--- src/rtl/stump_dma_arbiter.sv ---
// stump_dma_arbiter: block-copy DMA engine that shares the Stump memory port, yielding to the CPU.
// DMA words move only in cycles where the CPU makes no memory access, so the CPU never stalls.
module stump_dma_arbiter #(
  parameter int          LEN_W   = 8,
  parameter logic [15:0] PTR_INC = 16'd1
) (
  input  logic             clk,
  input  logic             rst,
  input  logic [15:0]      cpu_address,
  input  logic [15:0]      cpu_data_out,
  input  logic             cpu_ren,
  input  logic             cpu_wen,
  output logic [15:0]      mem_address,
  output logic [15:0]      mem_wdata,
  output logic             mem_ren,
  output logic             mem_wen,
  input  logic [15:0]      mem_rdata,
  input  logic             cmd_valid,
  output logic             cmd_ready,
  input  logic [15:0]      cmd_src,
  input  logic [15:0]      cmd_dst,
  input  logic [LEN_W-1:0] cmd_len,
  input  logic             abort,
  output logic             busy,
  output logic             done
);
  typedef enum logic [1:0] {IDLE, READ, WRITE, DONE} state_t;
  state_t state_q, state_d;
  logic [15:0] src_q, src_d, dst_q, dst_d, buf_q, buf_d;
  logic [LEN_W-1:0] cnt_q, cnt_d;
  logic cpu_act, dma_rd, dma_wr;
  assign cpu_act = cpu_ren | cpu_wen;
  assign dma_rd = !cpu_act && state_q == READ;
  assign dma_wr = !cpu_act && state_q == WRITE;
  // DMA strobes are gated by !cpu_act, so CPU values reach memory untouched
  assign mem_ren = cpu_ren | dma_rd;
  assign mem_wen = cpu_wen | dma_wr;
  assign mem_address = dma_rd ? src_q : dma_wr ? dst_q : cpu_address;
  assign mem_wdata = dma_wr ? buf_q : cpu_data_out;
  assign cmd_ready = state_q == IDLE;
  assign busy = state_q != IDLE;
  assign done = state_q == DONE;
  always_comb begin
    state_d = state_q;
    src_d = src_q;
    dst_d = dst_q;
    cnt_d = cnt_q;
    buf_d = buf_q;
    if (state_q == IDLE) begin
      if (cmd_valid) begin
        src_d = cmd_src;
        dst_d = cmd_dst;
        cnt_d = cmd_len;
        state_d = (cmd_len == '0) ? DONE : READ;
      end
    end else if (state_q == DONE) begin
      state_d = IDLE;
    end else if (abort) begin
      // a bus access granted this cycle still happens; its pointer/count updates are dropped
      state_d = DONE;
    end else if (dma_rd) begin
      buf_d = mem_rdata;
      src_d = src_q + PTR_INC;
      state_d = WRITE;
    end else if (dma_wr) begin
      dst_d = dst_q + PTR_INC;
      cnt_d = cnt_q - LEN_W'(1);
      state_d = (cnt_q == LEN_W'(1)) ? DONE : READ;
    end
  end
  always_ff @(posedge clk or negedge rst) begin
    if (!rst) begin
      state_q <= IDLE;
      src_q <= '0;
      dst_q <= '0;
      cnt_q <= '0;
      buf_q <= '0;
    end else begin
      state_q <= state_d;
      src_q <= src_d;
      dst_q <= dst_d;
      cnt_q <= cnt_d;
      buf_q <= buf_d;
    end
  end
endmodule
--- config.mk ---
export PLATFORM = sky130hd
export DESIGN_NAME = stump_dma_arbiter
export DESIGN_NICKNAME = d
export VERILOG_FILES = /design/src/rtl/stump_dma_arbiter.sv
export SDC_FILE = /design/constraint.sdc
export NUM_CORES = 1
export LEC_CHECK = 0
export ABC_AREA = 1
export BUFFER_PORTS_ARGS = -buffer_cell sky130_fd_sc_hd__buf_2
export CAP_MARGIN = 0
export CORE_MARGIN = 3
export CORE_UTILIZATION = 41
export CTS_BUF_LIST = sky130_fd_sc_hd__clkbuf_8
export DETAILED_ROUTE_END_ITERATION = 7
export GPL_TIMING_DRIVEN = 0
export PLACE_DENSITY = 0.67
export SLEW_MARGIN = 40
export SYNTH_ARGS = -nofsm -noshare
export SYNTH_HDL_FRONTEND = slang
export SYNTH_SLANG_ARGS = --single-unit
export TNS_END_PERCENT = 10
--- constraint.sdc ---
create_clock -name clk -period 2.5 [get_ports clk]
set_input_delay 0.625 -clock clk [delete_from_list [all_inputs] [get_ports clk]]
set_output_delay 0.625 -clock clk [all_outputs]
set_load 0.01 [all_outputs]
* Word level (Yosys, flattened, before mapping) *
Index checks and enable logic that the tools add are counted.

word-level totals
  output and inout bits = 37
  flip-flop bits (word level) = 58
  word-level logic and storage cells = 63
  input port bits = 94

cells by class
  bitwise logic cells = 6
  add/sub/neg operators = 3
  multiplexer cells = 28
  equal/unequal tests = 8
  reductions and logical operators = 13

operator list
  kind                   number
  $mux 16                14
  $mux 8                 6
  $add 16x1->16 const B  2
  $mux 2                 8
  $eq 8x1->1 const B     1
  $logic_not 8->1        1
  $ne 2x2->1 const B     4
  $reduce_and 4->1       2
  $sub 8x1->8 const B    1
  $reduce_bool 2->1      3
  $reduce_and 5->1       1
  $reduce_bool 5->1      1
  $eq 2x2->1 const B     2
  $not 1->1              3
  $or 1x1->1             3
  $eq 2x1->1 const B     1
  $logic_and 1x1->1      2
  $logic_not 2->1        1
  $reduce_and 2->1       1
  $logic_not 1->1        1

* Logic depth before layout (Yosys ltp) *
  word-level depth = 8
  mapped depth = 10

* Least setup slack after synthesis *
No wires, ideal clock.

  path kind = input to output
  from = input port cpu_wen
  to = output port mem_address[13]
  arrival time = 1.498 ns
  required time = 1.875 ns
  stages = 6
  slack = 0.377 ns
  path buffers = 1
  cell sequence = nor2_1 nand2_1 buf_2 o21ai_0 a21oi_1 a21oi_1

on the way
  longest elaborated chain between the ends = 5
  elaborated cells on any way between the ends = 6

RTL lines
  what                line    RTL
  start: declaration  12      input logic cpu_wen,
  $or 1x1->1 *        32      assign cpu_act = cpu_ren | cpu_wen;
  $logic_not 1->1 *   33, 34
  $logic_and 1x1->1   34      assign dma_wr = !cpu_act && state_q == WRITE;
  $mux 16             38      assign mem_address = dma_rd ? src_q : dma_wr ? dst_q : cpu_address;
  $mux 16 *           38
  end: declaration    13      output logic [15:0] mem_address,

Mark *: on every way between the ends. The rest lies on a longest branch, timed or not.

* Final worst setup path *
  from = input port cpu_wen
  to = output port mem_address[4]

The elaborated chain is that of the path after synthesis.

==> implementation parameters <==
Parameter                              Value

Outcome
  Outcome    complete, no violations

Final layout
  Diode insertion count for antenna repair    0
  Final nets    between 800 and 900
  Fraction of the core area covered by cells at the end of the flow    54.4%
  Area overhead of the layout relative to synthesis    26.4%
  Fraction of layout cells with a size suffix above 1    between 20% and 30%

Clock tree
  Number of levels in the clock H-tree    3
  Clock transition at path regs    0.08 ns
  CTS tree    done
  Maximum clock insertion buffer count    2
  Clock tree root buffer cell    sky130_fd_sc_hd__clkbuf_8
  TritonCTS sink count    58
  Worst-skew pair later-pin latency    0.35 ns
  Total CTS buffers    9

Pwr
  Leakage power total    2.77 nW
  Power Dens Cells    roughly 1100 nW/um2
  Max VDD drop    0.474 mV
  Total Power    5.45 mW

Floorplan
  Die Span X    roughly 110 um
  Floorplan row count    35
  Core region area    9460 um2
  Starting density of the core    around 43%
  Ports placed on the boundary    131
  Die outline area    between 10,000 and 15,000 um2
  Die span in y    around 110 um

STA
  Max Fclk    around 400 MHz
  Worst max-slew margin expressed relative to the limit    slightly above 60%
  Number of setup violations in the final report    0
  Maximum clock skew at final layout    between 0.01 and 0.015 ns
  Final Hold Viols    0
  Post-route setup TNS    0 ns
  Pins over their slew limit    0
  Worst-margin pin slew    approximately 0.56 ns
  Setup repair after global routing missed its margin    yes
  Post-route fraction of the period consumed by the critical path    a little over nine tenths
  Final Critical Period    2.43 ns

Synthesis
  Area share of the leading cell type in the synthesized netlist    35.7%
  Post-Synthesis Net Count    721
  Post-synthesis instance area    between 4000 and 5000 um2
  Leading post-synthesis cells by cell area    sky130_fd_sc_hd__dfrtp_1 36%, sky130_fd_sc_hd__nand2_1 19%, sky130_fd_sc_hd__nor2_1 8.5%
  Most common cell in the synthesized netlist    sky130_fd_sc_hd__nand2_1
  Commonest cells post-synth    204 x sky130_fd_sc_hd__nand2_1, 92 x sky130_fd_sc_hd__nor2_1, 58 x sky130_fd_sc_hd__dfrtp_1
  Post-synth EDFFs    0
  Asr flop ratio synth    between 90% and 100%
  Syn. warnings    0
  Number of standard cells after synthesis    about 620
  Main synth FF type    sky130_fd_sc_hd__dfrtp_1
  Post-synthesis sequential area ratio    approximately 36%
  Synthesized area per cell    6.53 um2
  Synth unique cells    27
  Post-synthesis sequential element count    58
  Cell type with the largest total area after synthesis    sky130_fd_sc_hd__dfrtp_1

Route
  Avg WL per Cell    14.8 um
  Number of vias after detailed routing    4,624
  Total wire length after detailed routing    around 13,000 um
  Average via count per standard cell    5.14
  Number of detailed-routing iterations run before antenna repair    5
  Number of DRC violations after detailed-routing iteration 0    roughly 350
  Number of DRC violations after detailed routing    0
  Antenna-violating nets left    0

Setup path
  Startpoint Class    input port
  Data arrival time of the critical path    1.81 ns
  Req. time, crit path    ~1.9 ns
  Crit Path Class    in -> out
  Sort of element at the end of the critical path    output pin
  Critical-path maximum fanout    10

Placed design
  IO Port Bufs    130
  Final HPWL DP    10,200 um
  Weighted congestion reported at the end of routability-driven placement    0.932

Global route
  Global-route wire length before repair    around 21,000 um
  Overall track demand over capacity in global routing    about a quarter
  Maximum number of pins on one net before global-route repair    59
  Global route total overflow    0
  Number of global-route vias before repair    between 4,000 and 5,000
  Antenna violations before repair    0

Hold path
  Worst min-delay path category    in -> async

Job
  Maximum Capacitance Violations    0
-- final cells by class --
type | instances | area (um2)
Buffer | 26 | 164
Clock buffer | 11 | 151
Clock inverter | 5 | 53.8
Fill cell | 1009 | 4320
Inverter | 53 | 199
Multi-Input combinational cell | 486 | 2300
Sequential cell | 58 | 1450
Tap cell | 129 | 161
Timing Repair Buffer | 131 | 664
-- logic make-up after synthesis --
group | Yosys count | synth area share, %
DFF | 58 | 35.7
xor gates and xnor gates | 4 | 0.861
and+or+nand+nor | 357 | 35.7
buffers and inverters | 79 | 8.49
muxes | 16 | 4.43
adders and majority gates | 4 | 1.23
AOI/OAI and AO/OA | 105 | 13.6
-- registers in the layout, indices dropped and copies added (netlist names) --
name     cells
cnt_q        8
buf_q       16
src_q       16
dst_q       16
state_q      2
-- cells in the final DEF, fill, tap and decap left out, types with 2 or more instances in the layout --
master and count:
sky130_fd_sc_hd__nand4_1 12, sky130_fd_sc_hd__buf_4 5, sky130_fd_sc_hd__a22oi_1 4, sky130_fd_sc_hd__clkinvlp_4 2, sky130_fd_sc_hd__buf_6 5, sky130_fd_sc_hd__o21ai_0 52
sky130_fd_sc_hd__a21oi_1 35, sky130_fd_sc_hd__buf_2 143, sky130_fd_sc_hd__clkbuf_8 11, sky130_fd_sc_hd__inv_2 3, sky130_fd_sc_hd__o21ai_1 2, sky130_fd_sc_hd__inv_1 51
sky130_fd_sc_hd__clkbuf_2 3, sky130_fd_sc_hd__ha_1 4, sky130_fd_sc_hd__nand2_1 202, sky130_fd_sc_hd__xor2_1 4, sky130_fd_sc_hd__dfrtp_1 57, sky130_fd_sc_hd__nor3_1 2
sky130_fd_sc_hd__nand2_4 3, sky130_fd_sc_hd__mux2_2 16, sky130_fd_sc_hd__a31oi_1 8, sky130_fd_sc_hd__nand3_1 42, sky130_fd_sc_hd__nor2_2 2, sky130_fd_sc_hd__nor2_1 90
-- metal layers --
metal	part of all wire (%)	vias to the layer above	routed length (um)	track usage, %
met5	0	-	0	0
met4	1.6	0	214	8.33
met3	7.1	17	953	3.98
met2	49	175	6600	40.3
met1	42	2127	5570	30.9
li1	-	2305	-	-
-- path summary, 6_finish.rpt --
kind / startpoint / end / slack (ns) / cells past startpoint
worst min-delay path: rst / src_q[14] / 0.24 / 1
max in group asynchronous: rst / state_q[0] / 1.82 / 1
worst min register to register: buf_q[3] / buf_q[3] / 0.51 / 1
min in group clk: buf_q[3] / buf_q[3] / 0.51 / 1
worst max register to register: dst_q[1] / dst_q[10] / 0.80 / 9
worst max-delay path: cpu_wen / mem_address[4] / 0.07 / 10
-- worst max-delay path, cell delays in order --
cell	delay (ns)
sky130_fd_sc_hd__buf_2	0.12
sky130_fd_sc_hd__inv_1	0.08
sky130_fd_sc_hd__nand2_2	0.09
sky130_fd_sc_hd__nor2_4	0.17
sky130_fd_sc_hd__inv_1	0.09
sky130_fd_sc_hd__buf_4	0.17
sky130_fd_sc_hd__o21ai_0	0.14
sky130_fd_sc_hd__a21oi_1	0.07
sky130_fd_sc_hd__a21oi_1	0.12
sky130_fd_sc_hd__buf_2	0.14
-- stage by stage --
stage	setup slack (ns)	hold WS [ns]	std cells	area (um2)
3_5_place_dp	-0.0775	0.496	882	4880
4_1_cts	-0.0578	0.385	898	5090
2_1_floorplan	0.377	0.329	623	4070
6_report	0.0667	0.244	899	5140
3_3_place_gp	-0.0650	0.481	882	4880
5_1_grt	-0.0820	0.284	899	5140
-- report_power, final --
group          internal (mW)  leakage [nW]  switching, mW
clock network          0.509         0.103          0.404
registers               1.39         0.694          0.432
logic                  0.985          1.98           1.73
-- what timing repair did --
item                                   4_1_cts  5_1_grt
endpoints found under the hold margin        0        0
setup buffers                                0        1
pin swaps                                    0        1
setup endpoints to repair                   24       33
hold buffers                                 0        0
resized for setup                            3       24
No activity file was read; power rests on OpenSTA's default activity.
